`src/rtl/dcache_req_arb.sv`:
```
// Round-robin arbiter sharing one dcache controller front end among N_REQ requesters.
// One transaction in flight: latch winner's request, send it, forward its ptag, return read data to it alone.
module dcache_req_arb #(
    parameter int N_REQ = 3,
    parameter int ID_W  = 3
) (
    input  logic                  clock,
    input  logic                  reset,
    input  logic [N_REQ-1:0]      req_valid,
    input  logic [2*N_REQ-1:0]    req_opcode,
    input  logic [8*N_REQ-1:0]    req_wstrb,
    input  logic [6*N_REQ-1:0]    req_index,
    input  logic [6*N_REQ-1:0]    req_offset,
    input  logic [64*N_REQ-1:0]   req_wdata,
    output logic [N_REQ-1:0]      req_ready,
    input  logic [N_REQ-1:0]      req_ptag_valid,
    input  logic [44*N_REQ-1:0]   req_ptag,
    output logic [N_REQ-1:0]      req_ptag_ready,
    output logic [N_REQ-1:0]      resp_valid,
    output logic [63:0]           resp_rdata,
    input  logic [N_REQ-1:0]      resp_ready,
    output logic                  dc_in_valid,
    output logic [1:0]            dc_opcode,
    output logic [7:0]            dc_wstrb,
    output logic [5:0]            dc_index,
    output logic [5:0]            dc_offset,
    output logic [63:0]           dc_wdata,
    input  logic                  dc_out_ready,
    output logic                  dc_ptag_valid,
    output logic [43:0]           dc_ptag,
    input  logic                  dc_ptag_ready,
    input  logic                  dc_out_valid,
    input  logic [63:0]           dc_rdata,
    output logic                  dc_in_ready,
    output logic                  busy
);

    localparam logic [1:0] DCACHE_RD = 2'b00;
    localparam int         N_SLOT    = 2 ** ID_W;

    typedef enum logic [1:0] {
        IDLE = 2'b00,
        SEND = 2'b01,
        PTAG = 2'b10,
        RESP = 2'b11
    } state_t;

    state_t              state_r;
    state_t              state_n_s;
    logic [ID_W-1:0]     rr_ptr_r;
    logic [ID_W-1:0]     owner_r;
    logic [1:0]          op_r;
    logic [7:0]          wstrb_r;
    logic [5:0]          index_r;
    logic [5:0]          offset_r;
    logic [63:0]         wdata_r;

    logic                win_found_s;
    logic [ID_W-1:0]     win_id_s;
    logic [ID_W-1:0]     scan_id_s;
    logic                grant_fire_s;
    logic                ptag_valid_sel_s;
    logic                resp_ready_sel_s;

    // Per-slot views padded to 2**ID_W entries so owner/winner indexing is always in range.
    logic                valid_pad_s      [N_SLOT];
    logic                ptag_valid_pad_s [N_SLOT];
    logic                resp_ready_pad_s [N_SLOT];
    logic [1:0]          op_arr_s         [N_SLOT];
    logic [7:0]          wstrb_arr_s      [N_SLOT];
    logic [5:0]          index_arr_s      [N_SLOT];
    logic [5:0]          offset_arr_s     [N_SLOT];
    logic [63:0]         wdata_arr_s      [N_SLOT];
    logic [43:0]         ptag_arr_s       [N_SLOT];

    for (genvar g = 0; g < N_SLOT; g++) begin : g_slot
        if (g < N_REQ) begin : g_live
            assign valid_pad_s[g]      = req_valid[g];
            assign ptag_valid_pad_s[g] = req_ptag_valid[g];
            assign resp_ready_pad_s[g] = resp_ready[g];
            assign op_arr_s[g]         = req_opcode[2*g +: 2];
            assign wstrb_arr_s[g]      = req_wstrb[8*g +: 8];
            assign index_arr_s[g]      = req_index[6*g +: 6];
            assign offset_arr_s[g]     = req_offset[6*g +: 6];
            assign wdata_arr_s[g]      = req_wdata[64*g +: 64];
            assign ptag_arr_s[g]       = req_ptag[44*g +: 44];
        end else begin : g_pad
            assign valid_pad_s[g]      = 1'b0;
            assign ptag_valid_pad_s[g] = 1'b0;
            assign resp_ready_pad_s[g] = 1'b0;
            assign op_arr_s[g]         = 2'b00;
            assign wstrb_arr_s[g]      = 8'h00;
            assign index_arr_s[g]      = 6'h00;
            assign offset_arr_s[g]     = 6'h00;
            assign wdata_arr_s[g]      = 64'h0;
            assign ptag_arr_s[g]       = 44'h0;
        end
    end

    // Round-robin winner search; scanning downward lets the slot closest to rr_ptr win last.
    always_comb begin
        win_found_s = 1'b0;
        win_id_s    = '0;
        scan_id_s   = '0;
        for (int i = N_REQ - 1; i >= 0; i--) begin
            scan_id_s = ID_W'((int'(rr_ptr_r) + i) % N_REQ);
            if (valid_pad_s[scan_id_s]) begin
                win_found_s = 1'b1;
                win_id_s    = scan_id_s;
            end else begin
                win_id_s    = win_id_s;
            end
        end
    end

    assign ptag_valid_sel_s = ptag_valid_pad_s[owner_r];
    assign resp_ready_sel_s = resp_ready_pad_s[owner_r];

    // Next-state and handshake outputs for the single in-flight transaction.
    always_comb begin
        state_n_s      = state_r;
        grant_fire_s   = 1'b0;
        req_ready      = '0;
        req_ptag_ready = '0;
        resp_valid     = '0;
        resp_rdata     = 64'h0;
        dc_in_valid    = 1'b0;
        dc_ptag_valid  = 1'b0;
        dc_ptag        = 44'h0;
        dc_in_ready    = 1'b0;
        case (state_r)
            IDLE: begin
                if (win_found_s) begin
                    for (int j = 0; j < N_REQ; j++) begin
                        req_ready[j] = (win_id_s == ID_W'(j));
                    end
                    grant_fire_s = 1'b1;
                    state_n_s    = SEND;
                end else begin
                    state_n_s    = IDLE;
                end
            end
            SEND: begin
                dc_in_valid = 1'b1;
                if (dc_out_ready) begin
                    state_n_s = PTAG;
                end else begin
                    state_n_s = SEND;
                end
            end
            PTAG: begin
                dc_ptag_valid = ptag_valid_sel_s;
                dc_ptag       = ptag_arr_s[owner_r];
                for (int j = 0; j < N_REQ; j++) begin
                    req_ptag_ready[j] = (owner_r == ID_W'(j)) && dc_ptag_ready;
                end
                // Any opcode other than a read completes without a response phase.
                if (ptag_valid_sel_s && dc_ptag_ready) begin
                    state_n_s = (op_r == DCACHE_RD) ? RESP : IDLE;
                end else begin
                    state_n_s = PTAG;
                end
            end
            RESP: begin
                for (int j = 0; j < N_REQ; j++) begin
                    resp_valid[j] = (owner_r == ID_W'(j)) && dc_out_valid;
                end
                resp_rdata  = dc_rdata;
                dc_in_ready = resp_ready_sel_s;
                if (dc_out_valid && resp_ready_sel_s) begin
                    state_n_s = IDLE;
                end else begin
                    state_n_s = RESP;
                end
            end
            default: begin
                state_n_s = IDLE;
            end
        endcase
    end

    // State, round-robin pointer, owner and latched payload.
    always_ff @(posedge clock) begin
        if (reset) begin
            state_r  <= IDLE;
            rr_ptr_r <= '0;
            owner_r  <= '0;
            op_r     <= 2'b00;
            wstrb_r  <= 8'h00;
            index_r  <= 6'h00;
            offset_r <= 6'h00;
            wdata_r  <= 64'h0;
        end else begin
            state_r <= state_n_s;
            if (grant_fire_s) begin
                owner_r  <= win_id_s;
                rr_ptr_r <= (win_id_s == ID_W'(N_REQ - 1)) ? '0 : win_id_s + ID_W'(1);
                op_r     <= op_arr_s[win_id_s];
                wstrb_r  <= wstrb_arr_s[win_id_s];
                index_r  <= index_arr_s[win_id_s];
                offset_r <= offset_arr_s[win_id_s];
                wdata_r  <= wdata_arr_s[win_id_s];
            end
        end
    end

    assign dc_opcode = op_r;
    assign dc_wstrb  = wstrb_r;
    assign dc_index  = index_r;
    assign dc_offset = offset_r;
    assign dc_wdata  = wdata_r;
    assign busy      = (state_r != IDLE);

endmodule
```
`config.mk`:
```
export PLATFORM = sky130hd
export DESIGN_NAME = dcache_req_arb
export DESIGN_NICKNAME = d
export VERILOG_FILES = /design/src/rtl/dcache_req_arb.sv
export SDC_FILE = /design/constraint.sdc
export NUM_CORES = 1
export LEC_CHECK = 0
export BUFFER_PORTS_ARGS = -buffer_cell sky130_fd_sc_hd__buf_4
export CAP_MARGIN = 5
export CORE_AREA = 2 2 260 262
export DETAILED_ROUTE_END_ITERATION = 10
export DIE_AREA = 0 0 262 264
export PLACE_DENSITY_LB_ADDON = 0.12
export SLEW_MARGIN = 20
export SYNTH_ARGS = -nofsm -noshare
export SYNTH_HDL_FRONTEND = slang
export SYNTH_SLANG_ARGS = --single-unit
```
`constraint.sdc`:
```
create_clock -name clock -period 4.4 [get_ports clock]
set_input_delay 0 -clock clock [delete_from_list [all_inputs] [get_ports clock]]
set_output_delay 0 -clock clock [all_outputs]
set_load 0.01 [all_outputs]
```
# Word level (Yosys, flattened, before mapping)
# Cells that the tools add are included.
classes:
  n_reduce_logical: 13
  n_addsub: 3
  bitwise_logic: 5
  n_eq_ne: 7
  div_mod_pow: 3
  n_mux: 57
  order_cmp: 5
ops:
  columns: ["operator", "count"]
  rows:
  - ["binary-select mux 64 bit (select 3 bit)", 1]
  - ["two-way mux 64 bit", 3]
  - ["binary-select mux 44 bit (select 3 bit)", 1]
  - ["two-way mux 44 bit", 3]
  - ["remainder unit 32 x 3 -> 32 bit (second input constant)", 2]
  - ["binary-select mux 6 bit (select 3 bit)", 2]
  - ["remainder unit 4 x 3 -> 32 bit (second input constant)", 1]
  - ["binary-select mux 8 bit (select 3 bit)", 1]
  - ["two-way mux 3 bit", 8]
  - ["two-way mux 6 bit", 4]
  - [">= comparator 4 bit (second input constant)", 5]
  - ["inverter 3 -> 4 bit", 5]
  - ["two-way mux 1 bit", 19]
  - ["two-way mux 8 bit", 2]
  - ["binary-select mux 1 bit (select 3 bit)", 5]
  - ["two-way mux 2 bit", 6]
  - ["logical AND 1 bit", 8]
  - ["case mux 2 bit (4 select lines)", 1]
  - ["binary-select mux 2 bit (select 3 bit)", 1]
  - ["equality test 3 x 1 -> 1 bit (second input constant)", 2]
  - ["equality test 3 x 2 -> 1 bit (second input constant)", 2]
  - ["zero test 3 bit", 2]
  - ["adder 3 x 1 -> 4 bit (second input constant)", 1]
  - ["adder 3 x 2 -> 4 bit (second input constant)", 1]
  - ["5 further kinds", 7]
totals:
  inputBits: 468
  wordCells: 101
  out_inout_bits: 207
  regBits: 94

# Longest topological paths before layout
# Gate-level depths: netlist of run 1.
depth:
  word_depth: 13
  ltp_mapped: 19
  mapped_depth_nobuf: 16

# Least setup slack after synthesis of run 1
# Ideal clock, no wire load.
synth_timing:
  kind: "register -> register"
  from: "reg rr_ptr_r[0]"
  to: "reg offset_r[0] (netlist: dc_offset[0])"
  setup_time_ns: 0.146
  setup_slack_ns: 0.312
  required_ns: 4.254
  n_path_buf: 3
  arrival_ns: 3.942
  synth_period_minus_slack_ns: 4.088
  path_stages_with_launch: 19
  path_cell_list: "dfxtp_1 > buf_2 > clkinv_1 > ha_1 > ha_1 > inv_1 > ha_1 > inv_1 > o41ai_1 > o22a_1 > and2_4 > mux2_4 > o41a_1 > o31a_2 > a2bb2oi_2 > buf_2 > buf_2 > nand2_1 > a211oi_2"
synth_via:
  elab_chain_len: 13
  elab_cells_between_ends: 29
  cone_classes: "add/sub (2); div (3); mux (20); bitwise (4)"
synth_rtl:
  columns: ["item", "line", "source"]
  rows:
  - ["from (decl)", "50", "logic [ID_W-1:0] rr_ptr_r;"]
  - ["from (signal assigned)", "197", "rr_ptr_r <= (win_id_s == ID_W'(N_REQ - 1)) ? '0 : win_id_s + ID_W'(1);"]
  - ["adder 3 x 2 -> 4 bit", "106", "scan_id_s = ID_W'((int'(rr_ptr_r) + i) % N_REQ);"]
  - ["remainder unit 32 x 3 -> 32 bit", "106", null]
  - ["inverter 3 -> 4 bit (implied by the code)", "107", "if (valid_pad_s[scan_id_s]) begin"]
  - ["binary-select mux 1 bit (select 3 bit)", "107", null]
  - ["two-way mux 1 bit (implied by the code) (2 in a row)", "107", null]
  - ["two-way mux 3 bit (3 in a row)", "107", null]
  - ["inverter 3 -> 4 bit (implied by the code)", "201", "offset_r <= offset_arr_s[win_id_s];"]
  - ["binary-select mux 6 bit (select 3 bit)", "201", null]
  - ["two-way mux 6 bit (implied by the code) (2 in a row)", "201", null]
  - ["to (signal assigned)", "201", null]
  - ["to (decl)", "55", "logic [5:0] offset_r;"]
# Several ways; a longest one is shown, not always the timed one. The select of a mux whose other input is x is not followed.
# A chain may end at the register's enable or synchronous reset.

# Worst setup path after layout of run 1
layout_timing:
  from: "reg rr_ptr_r[1]"
  to: "out req_ready[0]"
layout_via:
  elab_chain_len: 12
  elab_cells_between_ends: 26
  cone_classes: "add/sub (2); div (3); mux (17); bitwise (3); reduce/logical (1)"
layout_rtl:
  columns: ["item", "line", "source"]
  rows:
  - ["adder 3 x 2 -> 4 bit", "106", null]
  - ["remainder unit 32 x 3 -> 32 bit", "106", null]
  - ["inverter 3 -> 4 bit (implied by the code)", "107", null]
  - ["binary-select mux 1 bit (select 3 bit)", "107", null]
  - ["two-way mux 1 bit (implied by the code) (2 in a row)", "107", null]
  - ["two-way mux 3 bit (3 in a row)", "107", null]
  - ["zero test 3 bit", "135", "req_ready[j] = (win_id_s == ID_W'(j));"]
  - ["two-way mux 3 bit *", "133", "if (win_found_s) begin"]
  - ["two-way mux 3 bit *", "131", "case (state_r)"]
  - ["to (decl)", "15", "output logic [N_REQ-1:0] req_ready,"]
# Mark *: on every way between the ends. The rest lies on a longest branch, timed or not. The select of a mux whose other input is x is not followed.

==> flow_metrics.py, run 1 <==
metrics = {
    "hold_path": {
        "holdCritPathClass": "primary input to flip-flop",
    },
    "routing": {
        "vias": 10540,
        "remaining_drc_errors": 0,
        "final_antenna_net_count": 0,
        "wl_um": 50640,
        "firstDrtPassIters": 4,
        "first_iter_violations": 397,
        "routed_via_density": 3.949,
        "wl_per_cell_um": 18.98,
    },
    "job": {
        "cap_violations": 0,
    },
    "global_routing": {
        "grt_start_max_net_pins": 74,
        "track_usage": 0.1382,
        "grt_pass1_vias": 11080,
        "overflow": 0,
        "antenna_found_initial": 4,
        "grt_pass1_wl_um": 71600,
    },
    "synthesis": {
        "synth_cells": 932,
        "async_flop_share": 0,
        "synth_edf_count": 0,
        "syn_nets": 1418,
        "synth_top_area_share": 0.2605,
        "synth.area.top_cells": "dfxtp_1, nor2_1, mux2i_1",
        "synth-seq-cells": 94,
        "ys_types": 58,
        "ys_warn_count": 0,
        "synth_flop_cell": "dfxtp_1",
        "yosysTopAreaCell": "dfxtp_1",
        "synth_area_sq_um": 7224,
        "yosysSeqAreaShare": 0.2605,
        "synth_area_per_cell_sq_um": 7.752,
    },
    "finish": {
        "layout_common_cells": "buf_4, dlygate4sd3_1, nor2_1",
        "final_util": 0.2421,
        "n_antenna_cell": 0,
        "drive_above_1_share": 0.4596,
        "final_cell_count_no_fill": 2668,
        "final_common_cell": "buf_4",
        "fillCellCount": 7373,
        "regArea_sq_um": 1901,
        "nets": 2277,
        "syn2layout_area_growth_pct": 123.1,
        "multiInputGateArea_sq_um": 4900,
    },
    "power_and_ir_drop": {
        "ir_drop_mv": 0.4942,
        "power.density_nw_per_um2": 672.7,
        "p_leak_nw": 7.401,
    },
    "clock_tree": {
        "cts_root_buf": "clkbuf_16",
        "cts_sinks": 94,
        "clockBufferDepth": 2,
        "cts_tree": "yes",
        "cts_buffers": 9,
        "clk_latency_ps": 390,
        "htree_levels": 3,
        "path_clk_slew_ps": 80,
    },
    "placement": {
        "portBuffers": 674,
        "dp_slack_ps": 112.4,
        "routabilityCongestion": 0.8369,
        "hpwlAfterDp_um": 37640,
        "dpl.cell_count": 2414,
    },
    "sta": {
        "whs_ps": 23.12,
        "min_period_ps": 4135,
        "period_share": 0.9397,
        "slew_viol_final": 0,
        "fin_setup_tns_ps": 0,
        "worst-slew-pin-transition_ps": 1103,
        "max_freq_mhz": 241.9,
        "slew_headroom": 0.2644,
        "clock-skew-final_ps": 12.58,
        "timing.final.ws_setup_ps": 265.4,
        "hold_viol": 0,
        "finalSetupViolCount": 0,
    },
    "die": {
        "initial_core_util": 0.1085,
        "row_count": 95,
        "die_w_um": 262,
        "fp.dieArea_sq_um": 69170,
        "core-area_sq_um": 66560,
        "pin_count": 675,
        "die_h_um": 264,
    },
    "setup_path": {
        "required_ps": 4400,
        "cp-start-kind": "flip-flop",
        "end_kind": "output pin",
        "cp_max_fo": 11,
        "crit_arrival_ps": 4130,
        "path_class": "flip-flop to output pin",
    },
    "run_status": {
        "status": "completed",
    },
}
## layout make-up
class,instances,share of cell area
Timing Repair Buffer,946,0.4905
Multi-Input combinational cell,724,0.3040
Sequential cell,94,0.1179
Tap cell,873,0.06778
Clock buffer,12,0.01467
Inverter,16,0.003727
Clock inverter,3,0.001320
## stage by stage
stage	area (sq um)	power (mW)
3_5_place_dp	13360	9.460
3_3_place_gp	13360	9.456
6_report	16120	10.84
4_1_cts	15920	10.71
2_1_floorplan	7224	6.245
5_1_grt	16120	11.74
## cells in the mapped netlist (2+ instances only)
cell and count:
nor2b_1 3, nand2b_1 4, nand3_1 6, or2_2 2, mux2i_1 51, ha_1 17, clkbuf_1 64, inv_1 15
buf_4 9, a22oi_1 2, a221oi_1 56, a221oi_2 30, a31oi_1 4, a21oi_1 54, buf_1 5, buf_8 4
and3_1 66, o211ai_1 3, dfxtp_1 94, nor3_1 6, a211oi_2 30, a211oi_1 58, nand2_1 98, o21ai_0 8
nor4_1 3, xnor2_1 4, nor2_1 189, nor3b_1 2, o41ai_1 2, buf_2 15
## routing by layer
layer  routed length (um)  track usage
met3                 2712      0.03214
met5                   49            0
met1                20950       0.1639
met4                 1437      0.04734
met2                25480       0.2419
## critical path, cell delays in order, from the launching register on
cell       delay, ps
dfxtp_4          370
ha_2             200
xnor2_1          150
a21oi_2          140
ha_2             210
inv_1             50
ha_1             280
inv_1             50
o41ai_2          300
o22a_1           230
and2_4           180
mux2_4           300
o41a_1           410
o31a_2           170
a2bb2oi_4        210
buf_12           170
nand2_1           90
inv_1             70
buf_4            160
## logic make-up (layout without fill, tap and decap cells)
family / after synthesis / after routing / share of synthesized area
AO/OA/AOI/OAI: 261 / 261 / 0.3159
AND/OR/NAND/NOR: 388 / 388 / 0.2388
flip-flops: 94 / 94 / 0.2605
XOR/XNOR: 5 / 5 / 0.006061
adder cells (fa/ha/maj): 18 / 18 / 0.03221
multiplexers: 52 / 52 / 0.07274
buffers and inverters: 114 / 977 / 0.07378
## final timing paths
| kind | startpoint | end | slack (ps) | depth (start not counted) |
|---|---|---|---|---|
| max | rr_ptr_r[1] | req_ready[0] | 270 | 18 |
| min | req_wdata[162] | dc_wdata[34] | 20 | 3 |
| max reg2reg | rr_ptr_r[1] | dc_wdata[27] | 290 | 18 |
| min reg2reg | rr_ptr_r[0] | rr_ptr_r[0] | 490 | 2 |
## flip-flops by register name (all words and copies together), names as in the netlist
register,flops
state_r,2
dc_index,6
rr_ptr_r,3
owner_r,3
dc_offset,6
dc_wdata,64
dc_opcode,2
dc_wstrb,8
## what timing repair did
| item | in CTS | in global routing |
|---|---|---|
| pin swaps | 1 | 3 |
| setup buffers | 2 | 11 |
| gates resized for setup | 4 | 14 |
| cloned | 1 | 1 |
| hold buffers | 224 | 0 |
| endpoints found under the hold margin | 88 | 0 |
| setup endpoints to repair | 3 | 71 |
## where the power goes
part / internal, mW / switching (mW) / leakage [nW]
Sequential: 1.22 / 0.330 / 0.784
Clock: 0.384 / 0.438 / 0.119
Combinational: 3.73 / 4.74 / 6.50
Total: 5.33 / 5.51 / 7.40
No activity file was read; power rests on OpenSTA's default activity.
==> inputs of run 2 (changes only) <==
==> constraint.sdc (replaced) <==
create_clock -name clock -period 4.4 [get_ports clock]
set_input_delay 0.22 -clock clock [delete_from_list [all_inputs] [get_ports clock]]
set_output_delay 0.22 -clock clock [all_outputs]
set_load 0.01 [all_outputs]
==> run 2 against run 1 <==
  * Routed wire length is 4.2% lower
  * First-iteration DRC count is 13% higher
  * Die area unchanged
  * Critical path type unchanged
==> flow_metrics.py, run 2 (synthesized netlist as in run 1, its figures left out) <==
metrics = {
    "sta": {
        "finalSetupViolCount": 0,
        "clock-skew-final_ps": 15.20,
        "slew_viol_final": 0,
        "period_share": 0.9424,
        "min_period_ps": 4147,
        "slew_headroom": 0.3704,
        "worst-slew-pin-transition_ps": 944.4,
        "hold_viol": 0,
        "max_freq_mhz": 241.2,
        "rsz0062_at_grt": "false",
    },
    "hold_path": {
        "min-delay-start": "req_wdata[0]",
        "holdCritPathClass": "primary input to flip-flop",
    },
    "job": {
        "cap_violations": 0,
    },
    "clock_tree": {
        "cts_buffers": 9,
        "htree_levels": 3,
        "clk_latency_ps": 390,
        "cts_sinks": 94,
        "cts_tree": "yes",
        "clockBufferDepth": 2,
        "path_clk_slew_ps": 90,
        "holdBufCountCts": 0,
        "cts_root_buf": "clkbuf_16",
    },
    "global_routing": {
        "grt_pass1_wl_um": 68100,
        "overflow": 0,
        "top_usage_layer": "met2",
        "track_usage": 0.1333,
        "grt_start_max_net_pins": 79,
        "antenna_found_initial": 5,
        "grtUsageMet3": 0.03186,
        "grt_use_met1": 0.1614,
        "met2_usage": 0.2340,
        "grt_pass1_vias": 9826,
    },
    "finish": {
        "final_util": 0.2066,
        "largest_reg_flops": 64,
        "drive_above_1_share": 0.5269,
        "nets": 2041,
        "final_cell_count_no_fill": 2434,
        "final_common_cell": "buf_4",
        "syn2layout_area_growth_pct": 90.34,
        "layout_common_cells": "buf_4, nor2_1, nand2_1",
    },
    "routing": {
        "firstDrtPassIters": 5,
        "wl_per_cell_um": 19.93,
        "final_antenna_net_count": 0,
        "first_iter_violations": 447,
        "vias": 9570,
        "wl_um": 48510,
        "routed_via_density": 3.932,
        "remaining_drc_errors": 0,
    },
    "die": {
        "fp.dieArea_sq_um": 69170,
        "die_w_um": 262,
        "pin_count": 675,
        "initial_core_util": 0.1085,
        "row_count": 95,
        "core-area_sq_um": 66560,
        "die_h_um": 264,
    },
    "power_and_ir_drop": {
        "p_leak_nw": 6.401,
        "ir_drop_mv": 0.5016,
        "power.density_nw_per_um2": 746.6,
    },
    "setup_path": {
        "path_class": "flip-flop to output pin",
        "startpoint": "rr_ptr_r[0]",
        "required_ps": 4180,
        "cp-start-kind": "flip-flop",
        "crit_arrival_ps": 3930,
        "cp_max_fo": 4,
        "r2r-start": "rr_ptr_r[0]",
        "end_kind": "output pin",
    },
    "placement": {
        "hpwlAfterDp_um": 37730,
        "portBuffers": 674,
        "dpl.cell_count": 2414,
        "routabilityCongestion": 0.8565,
    },
    "run_status": {
        "status": "completed",
    },
}
==> run 2: metrics by stage <==
| step | power, mW | hold slack, ps | area (sq um) | TNS (ps) | worst slack, ps |
|---|---|---|---|---|---|
| after floorplan | 6.245 | 361.1 | 7224 | 0 | 220.5 |
| after global placement | 9.481 | 477.3 | 13360 | 0 | 209.8 |
| after detailed placement | 9.480 | 483.7 | 13360 | 0 | 190.0 |
| after CTS | 10.45 | 33.82 | 13660 | -45.97 | -45.97 |
| after global routing | 11.17 | 58.19 | 13750 | 0 | 3.287 |
| final | 10.27 | 77.20 | 13750 | 0 | 253.4 |
==> run 2: repair_timing <==
item | CTS | global route
setup endpoints to repair | 3 | 85
buffers inserted | 1 | 2
pin swaps | 0 | 2
gates resized for setup | 4 | 18
==> run 2: path summary, 6_finish.rpt <==
| path | endpoint | depth (start not counted) | slack [ps] |
|---|---|---|---|
| setup reg to reg | dc_wdata[23] | 18 | 300 |
| hold reg to reg | rr_ptr_r[0] | 2 | 490 |
| hold / removal | dc_wdata[0] | 3 | 80 |
| setup / recovery | req_ready[1] | 18 | 250 |
==> run 2: routing by layer <==
layer  up-vias  wire length (um)
li1       4659                 -
met1      4577             19870
met4         8               797
met5         -                57
met3        39              2845
met2       287             24940
==> run 2: report_power, final <==
group,switching (mW),internal (mW)
Clock,0.442,0.392
Sequential,0.340,1.22
Combinational,4.54,3.34
==> run 2: cell type report <==
| class | instances | area (sq um) |
|---|---|---|
| clock inverters | 7 | 52.55 |
| flip-flops and latches | 94 | 1898 |
| diodes | 1 | 2.502 |
| well taps | 873 | 1092 |
| repair buffers | 710 | 5500 |
| clock buffers | 9 | 225.2 |
| multi-input cells | 724 | 4920 |
| fillers | 7462 | 52810 |
| inverters | 16 | 60.06 |
==> run 2: critical path, stage by stage, from the launching register on <==
cell,delay (ps)
dfxtp_2,340
ha_2,210
xnor2_1,150
a21oi_2,140
ha_2,210
inv_1,50
ha_1,280
inv_1,50
o41ai_2,300
o22a_1,200
and2_4,170
mux2_4,300
o41a_1,400
o31a_2,170
nor2_8,160
buf_12,120
nand2_1,100
inv_1,70
buf_4,130
